===== src/rtl/pipeline_pkg.sv =====
// Shared pipeline definitions: control-word bit positions, MEM-stage state
// encoding and the MEM/WB payload layout.
package pipeline_pkg;

    localparam int CTRL_MEMREAD  = 22;
    localparam int CTRL_MEMWRITE = 21;
    localparam int CTRL_MEMTOREG = 20;
    localparam int CTRL_REGWRITE = 19;

    localparam logic [31:0] DEAD_WORD_DEFAULT = 32'hDEAD_BEEF;

    typedef enum logic {
        IDLE = 1'b0,
        WAIT = 1'b1
    } mem_state_e;

    typedef struct packed {
        logic [31:0] alu;
        logic [31:0] mem;
        logic [31:0] ctrl;
    } mem_wb_t;

    // A failed access must not reach the register file.
    function automatic logic [31:0] clear_regwrite(input logic [31:0] ctrl);
        logic [31:0] c;
        c = ctrl;
        c[CTRL_REGWRITE] = 1'b0;
        return c;
    endfunction

endpackage


===== src/rtl/mem_wb_reg.sv =====
// Pipeline boundary register: data loads on enable; valid is a one-cycle
// pulse marking the cycle in which new data was captured.
module mem_wb_reg #(
    parameter int W = 96
) (
    input  logic         clk,
    input  logic         reset,
    input  logic         load,
    input  logic [W-1:0] d,
    output logic [W-1:0] q,
    output logic         valid
);

    // NOTE: sequential state uses non-blocking assignments so every register
    // samples pre-edge values regardless of process ordering.
    always_ff @(posedge clk) begin
        if (reset) begin
            q     <= '0;
            valid <= 1'b0;
        end else begin
            valid <= load;
            if (load) begin
                q <= d;
            end
        end
    end

endmodule


===== src/rtl/mem_stage.sv =====
// Memory-access pipeline stage: issues loads/stores over a req/ack handshake,
// stalls upstream while waiting, and produces the MEM/WB register values.
module mem_stage
    import pipeline_pkg::*;
#(
    parameter int          TIMEOUT   = 16,
    parameter logic [31:0] DEAD_WORD = DEAD_WORD_DEFAULT
) (
    input  logic        clk,
    input  logic        reset,
    input  logic        exValid,
    input  logic [31:0] ALUResult,
    input  logic [31:0] storeData,
    input  logic [31:0] Controls,
    output logic        stall,
    output logic        memReq,
    output logic        memWe,
    output logic [31:0] memAddr,
    output logic [31:0] memWData,
    input  logic [31:0] memRData,
    input  logic        memAck,
    output logic [31:0] ALUOut,
    output logic [31:0] MemoryOut,
    output logic [31:0] ControlsOut,
    output logic        wbValid,
    output logic        memError
);

    localparam logic [7:0] CNT_LAST = 8'(TIMEOUT - 1);

    mem_state_e  state, state_d;
    logic [7:0]  cnt, cnt_d;
    logic [31:0] ctrl_q, ctrl_d;
    logic        is_load_q, is_load_d;
    logic        req_d, we_d, err_d;
    logic [31:0] addr_d, wdata_d;

    logic        is_mem_op;
    logic        wb_load;
    mem_wb_t     wb_d, wb_q;

    assign is_mem_op = Controls[CTRL_MEMREAD] | Controls[CTRL_MEMWRITE];
    assign stall     = (state == WAIT);

    // NOTE: every always_comb output gets a default first, so no path can
    // leave one unassigned and infer a latch.
    always_comb begin
        state_d   = state;
        cnt_d     = cnt;
        ctrl_d    = ctrl_q;
        is_load_d = is_load_q;
        req_d     = memReq;
        we_d      = memWe;
        addr_d    = memAddr;
        wdata_d   = memWData;
        err_d     = memError;
        wb_load   = 1'b0;
        wb_d      = '{alu: ALUResult, mem: 32'h0, ctrl: Controls};

        case (state)
            IDLE: begin
                if (exValid) begin
                    if (!is_mem_op) begin
                        wb_load = 1'b1;
                    end else if (ALUResult[1:0] != 2'b00) begin
                        wb_load     = 1'b1;
                        wb_d.ctrl   = clear_regwrite(Controls);
                        err_d       = 1'b1;
                    end else begin
                        state_d   = WAIT;
                        cnt_d     = 8'd0;
                        ctrl_d    = Controls;
                        // Read wins when both memRead and memWrite are set.
                        is_load_d = Controls[CTRL_MEMREAD];
                        req_d     = 1'b1;
                        we_d      = Controls[CTRL_MEMWRITE] & ~Controls[CTRL_MEMREAD];
                        addr_d    = ALUResult;
                        wdata_d   = storeData;
                    end
                end
            end
            WAIT: begin
                cnt_d = cnt + 8'd1;
                // memAddr is the latched ALUResult of the outstanding access.
                wb_d.alu = memAddr;
                if (memAck) begin
                    state_d   = IDLE;
                    req_d     = 1'b0;
                    wb_load   = 1'b1;
                    wb_d.mem  = is_load_q ? memRData : 32'h0;
                    wb_d.ctrl = ctrl_q;
                end else if (cnt == CNT_LAST) begin
                    state_d   = IDLE;
                    req_d     = 1'b0;
                    wb_load   = 1'b1;
                    wb_d.mem  = DEAD_WORD;
                    wb_d.ctrl = clear_regwrite(ctrl_q);
                    err_d     = 1'b1;
                end
            end
            default: state_d = IDLE;
        endcase
    end

    always_ff @(posedge clk) begin
        if (reset) begin
            state     <= IDLE;
            cnt       <= 8'd0;
            ctrl_q    <= 32'h0;
            is_load_q <= 1'b0;
            memReq    <= 1'b0;
            memWe     <= 1'b0;
            memAddr   <= 32'h0;
            memWData  <= 32'h0;
            memError  <= 1'b0;
        end else begin
            state     <= state_d;
            cnt       <= cnt_d;
            ctrl_q    <= ctrl_d;
            is_load_q <= is_load_d;
            memReq    <= req_d;
            memWe     <= we_d;
            memAddr   <= addr_d;
            memWData  <= wdata_d;
            memError  <= err_d;
        end
    end

    mem_wb_reg #(.W($bits(mem_wb_t))) u_mem_wb (
        .clk   (clk),
        .reset (reset),
        .load  (wb_load),
        .d     (wb_d),
        .q     (wb_q),
        .valid (wbValid)
    );

    assign ALUOut      = wb_q.alu;
    assign MemoryOut   = wb_q.mem;
    assign ControlsOut = wb_q.ctrl;

endmodule

===== config.mk =====
export PLATFORM = sky130hd
export DESIGN_NAME = mem_stage
export DESIGN_NICKNAME = d
export VERILOG_FILES = /design/src/rtl/pipeline_pkg.sv /design/src/rtl/mem_wb_reg.sv /design/src/rtl/mem_stage.sv
export SDC_FILE = /design/constraint.sdc
export NUM_CORES = 1
export LEC_CHECK = 0
export CORE_UTILIZATION = 48
export CTS_BUF_LIST = sky130_fd_sc_hd__clkbuf_2 sky130_fd_sc_hd__clkbuf_4 sky130_fd_sc_hd__clkbuf_8
export DETAILED_ROUTE_END_ITERATION = 16
export GPL_TIMING_DRIVEN = 0
export PLACE_DENSITY = 0.95
export REMOVE_ABC_BUFFERS = 1
export SLEW_MARGIN = 20
export SYNTH_ARGS = -nofsm -noshare
export SYNTH_HDL_FRONTEND = slang
export SYNTH_SLANG_ARGS = --single-unit
export TNS_END_PERCENT = 10

===== constraint.sdc =====
create_clock -name clk -period 4.9 [get_ports clk]
set_clock_uncertainty 0.1 [all_clocks]
set_input_delay 0.98 -clock clk [delete_from_list [all_inputs] [get_ports clk]]
set_output_delay 0.98 -clock clk [all_outputs]
set_load 0.02 [all_outputs]

==> results.md <==
Routing:
- The post-detailed-route count of antenna-violating nets is 0.
- The detailed-route wire length is 23600 microns.
- The first-pass iteration count of the detailed router is 5.
- After the first detailed-routing iteration, the DRC count stood at 441.
- For this run, design rule violations remaining after detail routing come to 0.
- The number of vias in the routed layout is 7322.
- Dividing the detail-routed via count by the number of cells gives 5.58.
- Dividing the detail-routed wire length by the instance count gives 18.0 microns.

Die:
- The initial core utilization is slightly below 50%.
- The die extent in x is 127 microns.
- The core region is 0.0153 sq mm.
- Row generation in the floorplan step produced 45 rows.
- approximately 300 I/O pins were placed.
- The area enclosed by the die boundary is 0.0161 sq mm.
- Measured along the y axis, the die boundary spans 127 microns.

Clock network:
- Clock-pin slew was measured on the worst setup and hold paths at 0.06 ns.
- The maximum buffer depth of the clock tree is 3.
- The tree built by TritonCTS fans out to between 200 and 250 sinks.
- The CTS tree is built.
- The CTS buffer count is 34.
- The number of hold buffers added after CTS is 0.
- The root buffer cell chosen for the clock tree is sky130_fd_sc_hd__clkbuf_8.
- The number of levels in the clock H-tree is 2.
- Post-CTS timing repair inserted 0 buffers for setup.
- The number of gates resized after cts is 0.
- The insertion delay to the later sink of the worst-skew pair is 0.50 ns.

Timing:
- The smallest clock period supported by the final layout is computed as 3.68 ns.
- The setup-violating endpoint count in the final report is 0.
- The maximum frequency from static timing analysis is about 270 MHz.
- The slew at the pin closest to its max-slew limit is 1.09 ns.
- In the finished design, the share of the clock period the worst path needs comes to approximately three quarters.
- The worst pin sits at a relative slew slack of 27.2%.
- The final total negative setup slack is 0 ns.
- The worst hold margin is 0.354 ns.
- The final number of max-transition violations came to 0.
- The worst path meets setup with 1.22 ns of slack.
- The total count of hold-check failures in the final report is 0.
- Setup repair after global routing left no endpoint under its margin.

Worst setup path:
- The nature of the critical path startpoint is an input port.
- The critical-path cell with the highest stage delay is sky130_fd_sc_hd__a21oi_1.
- The type of element capturing the critical path is a flop.
- By startpoint and endpoint, the worst setup path is classified as input port to flop.
- For the worst setup path, the data arrival time is 3.95 ns.
- The critical path required time is 5.17 ns.
- The depth of the most critical reg-to-reg path is 7.
- The most numerous cell type found on the critical path is sky130_fd_sc_hd__buf_8.
- The signal on the critical path passes through clkdlybuf4s50_1, or2_2, a21oi_1, nor3_4, buf_8, buf_8, buf_8, a221o_1.
- The largest stage delay on the critical path is 0.85 ns.
- Along the worst path, the maximum fanout reaches 16.

Layout:
- Once layout is complete, the utilization of the core stands at 75.2%.
- After routing the design area is ~0.011 sq mm.
- The multi-input gate area in the final layout is a little over 0.003 sq mm.
- Across the whole layout, storage elements account for ~0.0041 sq mm.
- Leaving out fill and tap cells, the most frequent cell in the layout is sky130_fd_sc_hd__clkdlybuf4s50_1.
- The layout cell share with drive strength beyond 1 is 8.44%.
- Leaving out filler cells and counting taps, the final layout contains 1313.
- The net count of the finished layout is between 1000 and 1500.
- 0 antenna diodes ended up in the layout.
- The filler cells instantiated in the layout total between 900 and 1000.
- Relative to the synthesized area, the layout overhead comes to 52.7%.
- In the layout the commonest cells are 295 x sky130_fd_sc_hd__clkdlybuf4s50_1, 204 x sky130_fd_sc_hd__dfxtp_1, 195 x sky130_fd_sc_hd__nand2_1.

Synth:
- By area, the combinational part of the netlist is dominated by compound AO/OA/AOI/OAI gates.
- Counting flops with a built-in enable in the synthesized netlist gives 0.
- The fraction of synthesized cell area in xor and xnor cells is 0.117%.
- After Yosys synthesis, and, or, nand and nor cells account for 13.6% of the synthesized area.
- The synthesized netlist occupies a cell area of between 0.007 and 0.008 sq mm.
- The library cell with the largest summed area after synthesis is sky130_fd_sc_hd__dfxtp_1.
- Summed over its instances, the top area cell type makes up a little over half of the synthesized netlist area.
- The multiplexer share of the synthesized area is 7.20%.
- The share of async-settable or async-resettable flops after synthesis is 0%.
- The sequential cell area fraction in the yosys report is a little over half.
- After technology mapping, the gate count stands at 790.
- Averaged over all synthesized cells, the footprint is 9.50 sq um.
- The synthesis-stage register bit count is 205.
- The flip-flop cell with the highest count after synthesis is sky130_fd_sc_hd__dfxtp_1.
- Yosys mapped the design onto 36 distinct sky130hd cell types.
- After synthesis, the cell types taking the most area are sky130_fd_sc_hd__dfxtp_1 55%, sky130_fd_sc_hd__nand2_1 9.7%, sky130_fd_sc_hd__a21oi_1 7.5%.
- The number of warnings reported in the yosys synthesis log is 0.
- The adder and majority cell fraction of the synthesized area is 0.167%.
- Summing the areas of all compound-gate instances in the mapped netlist gives 20.0% of the synthesized area.

Place:
- Prior to clock tree synthesis, the placed netlist has a worst setup slack of 0.824 ns.
- Summed over all nets, the half-perimeter wirelength after detailed placement is 15900 microns.
- The post-placement cell area is roughly 0.011 sq mm.
- Input and output buffers added on the ports amount to 296.
- Once placement completed, the tool counted placed cells totaling 1255.
- The routability-driven placement congestion ratio is between 0.8 and 0.9.

Power:
- Power spread over the standard cell area amounts to 332 mW/mm^2.
- The post-layout total power is around 3.8 mW.
- IR analysis of the VDD net gives a maximum drop of 0.307 mV.
- The reported leakage power is 4.18 nW.

GRT:
- The via count of the first global-routing pass is around 7400.
- The total routing resource utilization after global routing is between 20 and 30%.
- The largest net degree at the start of global routing is between 70 and 80.
- For met1 alone, demand over resource in global routing was ~31%.
- The most crowded layer after global routing is met2.
- The first global-routing pass estimated 36900 microns of wire.
- For met3 alone, demand over resource in global routing was 8.33%.
- The number of antenna violations at the first check in global routing is 0.
- Global routing finished with a remaining overflow of 0.
- The met2 demand-to-capacity share in global routing is around 50%.

Hold path:
- The depth of the worst hold-timing path is 2.
- The tightest min-delay check is of the flop to flop type.

Run:
- Max-cap violations in this run came to 0.

Outcome:
- The run finished with clean final reports.
==> per-layer routing <==
| layer | vias to the layer above | wire [microns] |
|---|---|---|
| met5 | - | 0 |
| met4 | 0 | 1020 |
| met3 | 90 | 2050 |
| met2 | 360 | 11700 |
| met1 | 3486 | 8830 |
| li1 | 3386 | - |
==> registers in the layout (all words and copies together), names as in the netlist <==
| signal | cells |
|---|---|
| cnt | 8 |
| ctrl_q | 32 |
| memAddr | 32 |
| memError | 1 |
| memReq | 1 |
| memWData | 32 |
| memWe | 1 |
| stall | 1 |
| u_mem_wb.q | 96 |
| u_mem_wb.valid | 1 |
==> synth_stat cells (2+ instances only) <==
| master | instances |
|---|---|
| sky130_fd_sc_hd__buf_2 | 27 |
| sky130_fd_sc_hd__and3_1 | 2 |
| sky130_fd_sc_hd__buf_1 | 2 |
| sky130_fd_sc_hd__nand3_1 | 14 |
| sky130_fd_sc_hd__and4_1 | 2 |
| sky130_fd_sc_hd__nor3_1 | 4 |
| sky130_fd_sc_hd__mux2i_1 | 54 |
| sky130_fd_sc_hd__inv_1 | 2 |
| sky130_fd_sc_hd__nand2_1 | 195 |
| sky130_fd_sc_hd__a21oi_1 | 113 |
| sky130_fd_sc_hd__a22oi_1 | 10 |
| sky130_fd_sc_hd__or2_2 | 3 |
| sky130_fd_sc_hd__nor2_1 | 10 |
| sky130_fd_sc_hd__buf_4 | 7 |
| sky130_fd_sc_hd__clkbuf_1 | 27 |
| sky130_fd_sc_hd__a22o_1 | 9 |
| sky130_fd_sc_hd__dfxtp_1 | 205 |
| sky130_fd_sc_hd__nand3b_1 | 3 |
| sky130_fd_sc_hd__o2bb2ai_1 | 53 |
| sky130_fd_sc_hd__a31oi_1 | 3 |
| sky130_fd_sc_hd__nor3b_1 | 2 |
| sky130_fd_sc_hd__a21o_1 | 2 |
| sky130_fd_sc_hd__nand4_1 | 2 |
| sky130_fd_sc_hd__a211oi_1 | 4 |
| sky130_fd_sc_hd__a221o_1 | 24 |
==> logic make-up (layout without fill, tap and decap cells) <==
logic type | count (synthesis) | in the layout
fa+ha+maj | 1 | 1
mux | 54 | 54
simple gates | 243 | 243
flops | 205 | 205
xor+xnor | 1 | 1
compound gates | 220 | 220
buf+inv | 66 | 378
==> final timing paths <==
kind / from / to / slack, ns
worst min register to register: memWData[18]$_SDFFE_PP0P_ / memWData[18]$_SDFFE_PP0P_ / 0.35
worst max register to register: stall$_SDFF_PP0_ / u_mem_wb.q[37]$_SDFFE_PP0P_ / 1.60
worst min-delay path: memWData[18]$_SDFFE_PP0P_ / memWData[18]$_SDFFE_PP0P_ / 0.35
worst max-delay path: Controls[21] / u_mem_wb.q[37]$_SDFFE_PP0P_ / 1.22
==> critical path, delay by kind of cell <==
family / cells / cell delay [ns]
AO/OA/AOI/OAI: 2 / 1.21
buffers and inverters: 4 / 1.09
AND/OR/NAND/NOR: 2 / 0.66
==> power by group <==
part           internal (mW)  total, mW  switching [mW]  leakage [nW]
clock network          0.870       1.53           0.658         0.372
logic                  0.258      0.505           0.247          2.14
registers               1.73       1.78          0.0445          1.67
==> layout make-up <==
| cell class | instances | share of cell area (%) |
|---|---|---|
| Clock inverter | 4 | 0.196 |
| Sequential cell | 205 | 35.8 |
| Tap cell | 211 | 2.30 |
| Multi-Input combinational cell | 519 | 27.2 |
| Inverter | 2 | 0.0655 |
| Timing Repair Buffer | 318 | 28.6 |
| Clock buffer | 54 | 5.88 |
Note: power is estimated with default switching activity, not from simulation.
